[src/rtl/ctrl_seq_mc.sv]
// Multi-channel FIR sequencer: fetches one pointer instruction per pass and walks every
// channel's circular sample window against the coefficient table, driving RAM/MAC/regfile strobes.
module ctrl_seq_mc #(
  parameter int REGFILE_ADDR_WIDTH = 2,
  parameter int DATA_ADDR_WIDTH    = 4,
  parameter int CH_NUM             = 2,
  parameter int CH_W               = 1
) (
  input  logic                                                  clk,
  input  logic                                                  rst,
  input  logic                                                  en,
  input  logic                                                  prog,
  input  logic                                                  iw_valid,
  input  logic [DATA_ADDR_WIDTH-1:0]                            load_coef_addr,
  input  logic [2+2*REGFILE_ADDR_WIDTH+4*DATA_ADDR_WIDTH-1:0]   instr_word,
  output logic                                                  ptr_req,
  output logic                                                  mac_init,
  output logic                                                  en_calc,
  output logic                                                  en_ram_pa,
  output logic                                                  en_ram_pb,
  output logic                                                  wr_ram_pa,
  output logic                                                  wr_ram_pb,
  output logic                                                  regf_rd,
  output logic                                                  regf_wr,
  output logic                                                  regf_en,
  output logic                                                  new_in,
  output logic                                                  new_out,
  output logic [CH_W+DATA_ADDR_WIDTH-1:0]                       data_addr,
  output logic [DATA_ADDR_WIDTH-1:0]                            coef_addr,
  output logic [REGFILE_ADDR_WIDTH-1:0]                         ares,
  output logic [REGFILE_ADDR_WIDTH-1:0]                         aerr,
  output logic [CH_W-1:0]                                       ch_idx
);

  // state     | meaning
  // IDLE      | parked; prog=1 streams coefficient writes to coef RAM
  // PTR_REQ   | requesting next instruction, waits for iw_valid
  // CALC_INIT | clear MAC, first tap of current channel, read error reg
  // CALC      | remaining taps, circular sample pointer walk
  // LOAD      | write result; next channel or next instruction

  localparam int DAW  = DATA_ADDR_WIDTH;
  localparam int RAW  = REGFILE_ADDR_WIDTH;
  localparam int IW_W = 2 + 2*RAW + 4*DAW;
  localparam logic [CH_W-1:0] CH_LAST = CH_W'(CH_NUM - 1);

  typedef enum logic [2:0] {
    S_IDLE,
    S_PTR_REQ,
    S_CALC_INIT,
    S_CALC,
    S_LOAD
  } state_t;

  state_t            state;
  state_t            state_nxt;
  logic [IW_W-1:0]   instr_q;
  logic [DAW:0]      tap_cnt;
  logic [DAW-1:0]    samp_ptr;
  logic [DAW-1:0]    coef_cnt;

  logic [DAW-1:0]    coef_ptr;
  logic [DAW-1:0]    hptr;
  logic [DAW-1:0]    lptr;
  logic [DAW-1:0]    bptr;
  logic [RAW-1:0]    error_reg;
  logic [RAW-1:0]    result_reg;
  logic              startups_f;
  logic              lstg_f;

  logic [DAW:0]      taps_m1;
  logic              last_ch;
  logic              abort;
  logic [DAW-1:0]    samp_src;
  logic [DAW-1:0]    samp_step;

  assign coef_ptr   = instr_q[DAW-1:0];
  assign hptr       = instr_q[2*DAW-1:DAW];
  assign lptr       = instr_q[3*DAW-1:2*DAW];
  assign bptr       = instr_q[4*DAW-1:3*DAW];
  assign error_reg  = instr_q[4*DAW+RAW-1:4*DAW];
  assign result_reg = instr_q[4*DAW+2*RAW-1:4*DAW+RAW];
  assign startups_f = instr_q[4*DAW+2*RAW];
  assign lstg_f     = instr_q[4*DAW+2*RAW+1];

  assign taps_m1 = {1'b0, hptr} - {1'b0, bptr};
  assign last_ch = (ch_idx == CH_LAST);
  assign abort   = en && prog && (state != S_IDLE);

  // Sample window walks downward and wraps from the base back to the head.
  assign samp_src  = (state == S_CALC_INIT) ? lptr : samp_ptr;
  assign samp_step = (samp_src == bptr) ? hptr : samp_src - DAW'(1);

  always_ff @(posedge clk) begin
    if (rst) begin
      state <= S_IDLE;
    end else begin
      state <= state_nxt;
    end
  end

  always_comb begin
    state_nxt = state;
    if (en) begin
      if (prog && (state != S_IDLE)) begin
        state_nxt = S_IDLE;
      end else begin
        case (state)
          S_IDLE:      if (!prog) state_nxt = S_PTR_REQ;
          S_PTR_REQ:   if (iw_valid) state_nxt = S_CALC_INIT;
          S_CALC_INIT: state_nxt = (taps_m1 == '0) ? S_LOAD : S_CALC;
          S_CALC:      if (tap_cnt == (DAW+1)'(1)) state_nxt = S_LOAD;
          S_LOAD:      state_nxt = last_ch ? S_PTR_REQ : S_CALC_INIT;
          default:     state_nxt = S_IDLE;
        endcase
      end
    end
  end

  always_ff @(posedge clk) begin
    if (rst) begin
      instr_q  <= '0;
      ch_idx   <= '0;
      tap_cnt  <= '0;
      samp_ptr <= '0;
      coef_cnt <= '0;
    end else if (en) begin
      if (abort) begin
        ch_idx <= '0;
      end else begin
        case (state)
          S_PTR_REQ: begin
            if (iw_valid) begin
              instr_q <= instr_word;
              ch_idx  <= '0;
            end
          end
          S_CALC_INIT: begin
            samp_ptr <= samp_step;
            coef_cnt <= coef_ptr + DAW'(1);
            tap_cnt  <= taps_m1;
          end
          S_CALC: begin
            samp_ptr <= samp_step;
            coef_cnt <= coef_cnt + DAW'(1);
            tap_cnt  <= tap_cnt - (DAW+1)'(1);
          end
          S_LOAD: begin
            ch_idx <= last_ch ? '0 : ch_idx + CH_W'(1);
          end
          default: ;
        endcase
      end
    end
  end

  // Strobes are gated by en; addresses follow the held registers so a stall keeps them stable.
  always_comb begin
    ptr_req   = 1'b0;
    mac_init  = 1'b0;
    en_calc   = 1'b0;
    en_ram_pa = 1'b0;
    en_ram_pb = 1'b0;
    wr_ram_pb = 1'b0;
    regf_rd   = 1'b0;
    regf_wr   = 1'b0;
    regf_en   = 1'b0;
    new_in    = 1'b0;
    new_out   = 1'b0;
    data_addr = {ch_idx, samp_ptr};
    coef_addr = coef_cnt;
    ares      = '0;
    aerr      = '0;
    case (state)
      S_IDLE: begin
        if (en && prog) begin
          en_ram_pb = 1'b1;
          wr_ram_pb = 1'b1;
          coef_addr = load_coef_addr;
        end
      end
      S_PTR_REQ: begin
        ptr_req = en;
      end
      S_CALC_INIT: begin
        mac_init  = en;
        en_calc   = en;
        en_ram_pa = en;
        en_ram_pb = en;
        regf_rd   = en;
        regf_en   = en;
        data_addr = {ch_idx, lptr};
        coef_addr = coef_ptr;
        aerr      = error_reg;
      end
      S_CALC: begin
        en_calc   = en;
        en_ram_pa = en;
        en_ram_pb = en;
      end
      S_LOAD: begin
        regf_wr = en;
        regf_en = en;
        ares    = result_reg;
        aerr    = error_reg;
        if (last_ch && !prog) begin
          new_out = en && lstg_f;
          new_in  = en && !startups_f;
        end
      end
      default: ;
    endcase
  end

  // Sample RAM writes belong to the input stage.
  assign wr_ram_pa = 1'b0;

endmodule

[config.mk]
export PLATFORM = sky130hd
export DESIGN_NAME = ctrl_seq_mc
export DESIGN_NICKNAME = d
export VERILOG_FILES = /design/src/rtl/ctrl_seq_mc.sv
export SDC_FILE = /design/constraint.sdc
export NUM_CORES = 1
export LEC_CHECK = 0
export CORE_ASPECT_RATIO = 2
export CORE_MARGIN = 1.5
export CORE_UTILIZATION = 54
export DETAILED_ROUTE_END_ITERATION = 8
export MAX_ROUTING_LAYER = met4
export PLACE_DENSITY = 0.86
export SETUP_SLACK_MARGIN = 0.02
export SYNTH_ARGS = -nofsm -noshare
export SYNTH_HDL_FRONTEND = slang
export SYNTH_SLANG_ARGS = --single-unit
[constraint.sdc]
create_clock -name clk -period 3.4 [get_ports clk]
set_input_delay 0.68 -clock clk [delete_from_list [all_inputs] [get_ports clk]]
set_output_delay 0.68 -clock clk [all_outputs]
set_load 0.01 [all_outputs]
==> results.toml <==
[run_status]
run_status = "completed"

[job]
maxCapViolCount = 0

[yosys]
ys_types = 50
yosysSeqAreaShare_pct = 32.0
avgSynthCellArea_um2 = 7.21
synth-seq-cells = 39
yosysWarningCount = 0
synth_edf_count = 0
syn-num-nets = 378
async_flop_share_pct = 0
synthFlopType = "dfxtp_1"
netlist_area_um2 = 2440
synthCells = 338

[floorplanning]
fp.coreArea_um2 = 4340
dieWidth_um = 50.5
die-area_um2 = 4950
io_pins = 57
die_y_um = 98.0
initial_core_util_pct = 56.1
fp-row-count = 34

[timing]
setup_tns_ns = 0
finalHoldViolCount = 0
slew_violations = 0
fmax_ghz = 0.321
finalSetupViolCount = 0
rsz0062_at_grt = "no"
finClkSkew_ns = 0.00600
final.period_utilization_pct = 91.6
hold-worst-slack_ns = 0.455
worstMarginPinSlew_ns = 0.608
post-route-min-period_ns = 3.12
setup_ws_ns = 0.284
slew-limit-headroom_pct = 59.3

[final_layout]
drive_above_1_share_pct = 6.48
final_cell_mix = "nand2_1 (74), clkdlybuf4s50_1 (55), a21oi_1 (45)"
finalNetCount = 425
syn_to_final_growth_pct = 27.6
final-instance-count-excl-fill = 440
layout.cells.most_common = "nand2_1"
antenna_cells = 0

[route]
initialDrtViolationCount = 101
drt-total-wl_um = 6320
via_per_inst = 5.78
drcViolationCount = 0
drt_pass1_iterations = 4
post_drt_wl_per_cell_um = 14.4
ant_nets = 0
via_count = 2541

[power]
p_leak_nw = 1.15
total_power_uw = 945
ir_drop_mv = 0.383
power_density_nw_per_um2 = 304

[placed_design]
gp_congestion = 0.910
portBuffers = 55
post-place-ws_ns = 0.307
post-dp-hpwl_um = 4750
dp.cells = 432

[worst_setup_path]
critPathKind = "input port to primary output"
critPathTopFamily = "buffers and inverters"
worstPathMaxFanout = 7
cp_slowest_cell = "clkdlybuf4s50_1"
crit_path_max_incr_delay_ns = 0.54
cp_common_cell = "clkdlybuf4s50_1"
r2r_setup_slack_ns = 1.15
cp_num_buf_inv = 2
cp-start-kind = "input port"
cp.required_ns = 2.72
worst-endpoint-arrival_ns = 2.44
worstPathCellList = "clkdlybuf4s50_1, and2_1, nand2_1, o22ai_1, a21oi_1, clkdlybuf4s50_1"
end_kind = "primary output"

[clock_tree]
cts_root_buf = "clkbuf_8"
post_cts_buffers = 0
cts_resized = 0
clock_latency_ns = 0.29
path_clk_slew_ns = 0.08
cts.path.max_buffers = 2
cts_tree = "done"
htreeDepth = 2
cts_buffers = 5
hold_buffers = 0
clock-sinks = 39

[grt]
grt_antenna_before_repair = 0
grt_use_total_pct = 27.7
grt_pass1_wl_um = 10600
grt_max_degree = 23
overflow = 0
grt_pass1_vias = 2487

[hold_path]
hold_class = "register to register"
[report_power, final]
part           switching, mW  internal, mW
logic                 0.0580        0.0705
registers            0.00621         0.460
clock network          0.166         0.185
[kinds of logic (layout without fill, tap and decap cells)]
logic type      count (synthesis)  count (layout)  synth area share [%]
compound gates                 90              90                  21.9
xor+xnor                       10              10                  3.60
fa+ha+maj                       9               9                  4.93
flops                          39              39                  32.0
mux                             3               3                  1.23
simple gates                  148             148                  29.3
buf+inv                        38              86                  6.83
other cells                     1               1                 0.154
[layout make-up]
class                      count  area [um^2]
timing repair buffer          63          611
fill                         391         1230
clock inverter                 1         7.51
tap                           54         67.6
multi-input combinational    261         1490
sequential                    39          781
clock buffer                   7         96.3
inverter                      15         56.3
[stage by stage]
step | instance area [um^2] | util [%]
after floorplan | 2440 | -
after global placement | 3000 | 69.2
after detailed placement | 3000 | 69.2
final | 3110 | 71.6
after global routing | 3110 | 71.6
after CTS | 3110 | 71.6
[path summary, 6_finish.rpt]
kind,end,cells past startpoint,from
setup / recovery,coef_addr[2],6,en
hold / removal,instr_q[19]$_SDFFE_PP0P_,2,instr_q[19]$_SDFFE_PP0P_
setup reg to reg,samp_ptr[2]$_SDFFE_PP0P_,5,state[1]$_SDFFE_PP0P_
hold reg to reg,instr_q[19]$_SDFFE_PP0P_,2,instr_q[19]$_SDFFE_PP0P_
[worst reg2reg max path: stages (launching register included)]
cell and delay [ns]:
dfxtp_1 0.57, or3b_4 0.54, mux2i_1 0.42, o22ai_1 0.24, o41ai_1 0.28, a21oi_1 0.07
[registers in the layout (all words and copies together) (netlist names)]
signal,count
state,3
coef_cnt,4
samp_ptr,4
ch_idx,1
instr_q,22
tap_cnt,5
[Yosys cell counts, types with 2 or more instances]
cell / number / area (um^2)
nor4b_1: 2 / 17.5
buf_4: 4 / 30.0
xor2_1: 7 / 61.3
dfxtp_1: 39 / 781
and2_1: 2 / 12.5
ha_1: 8 / 100
nor2_1: 19 / 71.3
nand3_1: 9 / 45.0
xnor2_1: 3 / 26.3
nand2b_1: 2 / 12.5
clkbuf_1: 16 / 60.1
a211oi_1: 2 / 15.0
nor3_1: 8 / 40.0
nand2_1: 74 / 278
o41ai_1: 2 / 17.5
o21ai_0: 16 / 80.1
a31o_2: 3 / 26.3
a21oi_1: 45 / 225
nand4_1: 2 / 12.5
o22ai_1: 12 / 75.1
and3_1: 9 / 56.3
nor2b_1: 8 / 50.1
mux2i_1: 3 / 30.0
nand3b_1: 3 / 22.5
inv_1: 15 / 56.3
[metal layers]
metal	share of wire, %	track usage [%]	vias up
met2	57	51.0	77
met1	36	27.2	1183
met4	2.8	12.3	0
li1	-	-	1264
met5	0	-	-
met3	4.6	4.59	17
(Power assumes the default switching activity.)
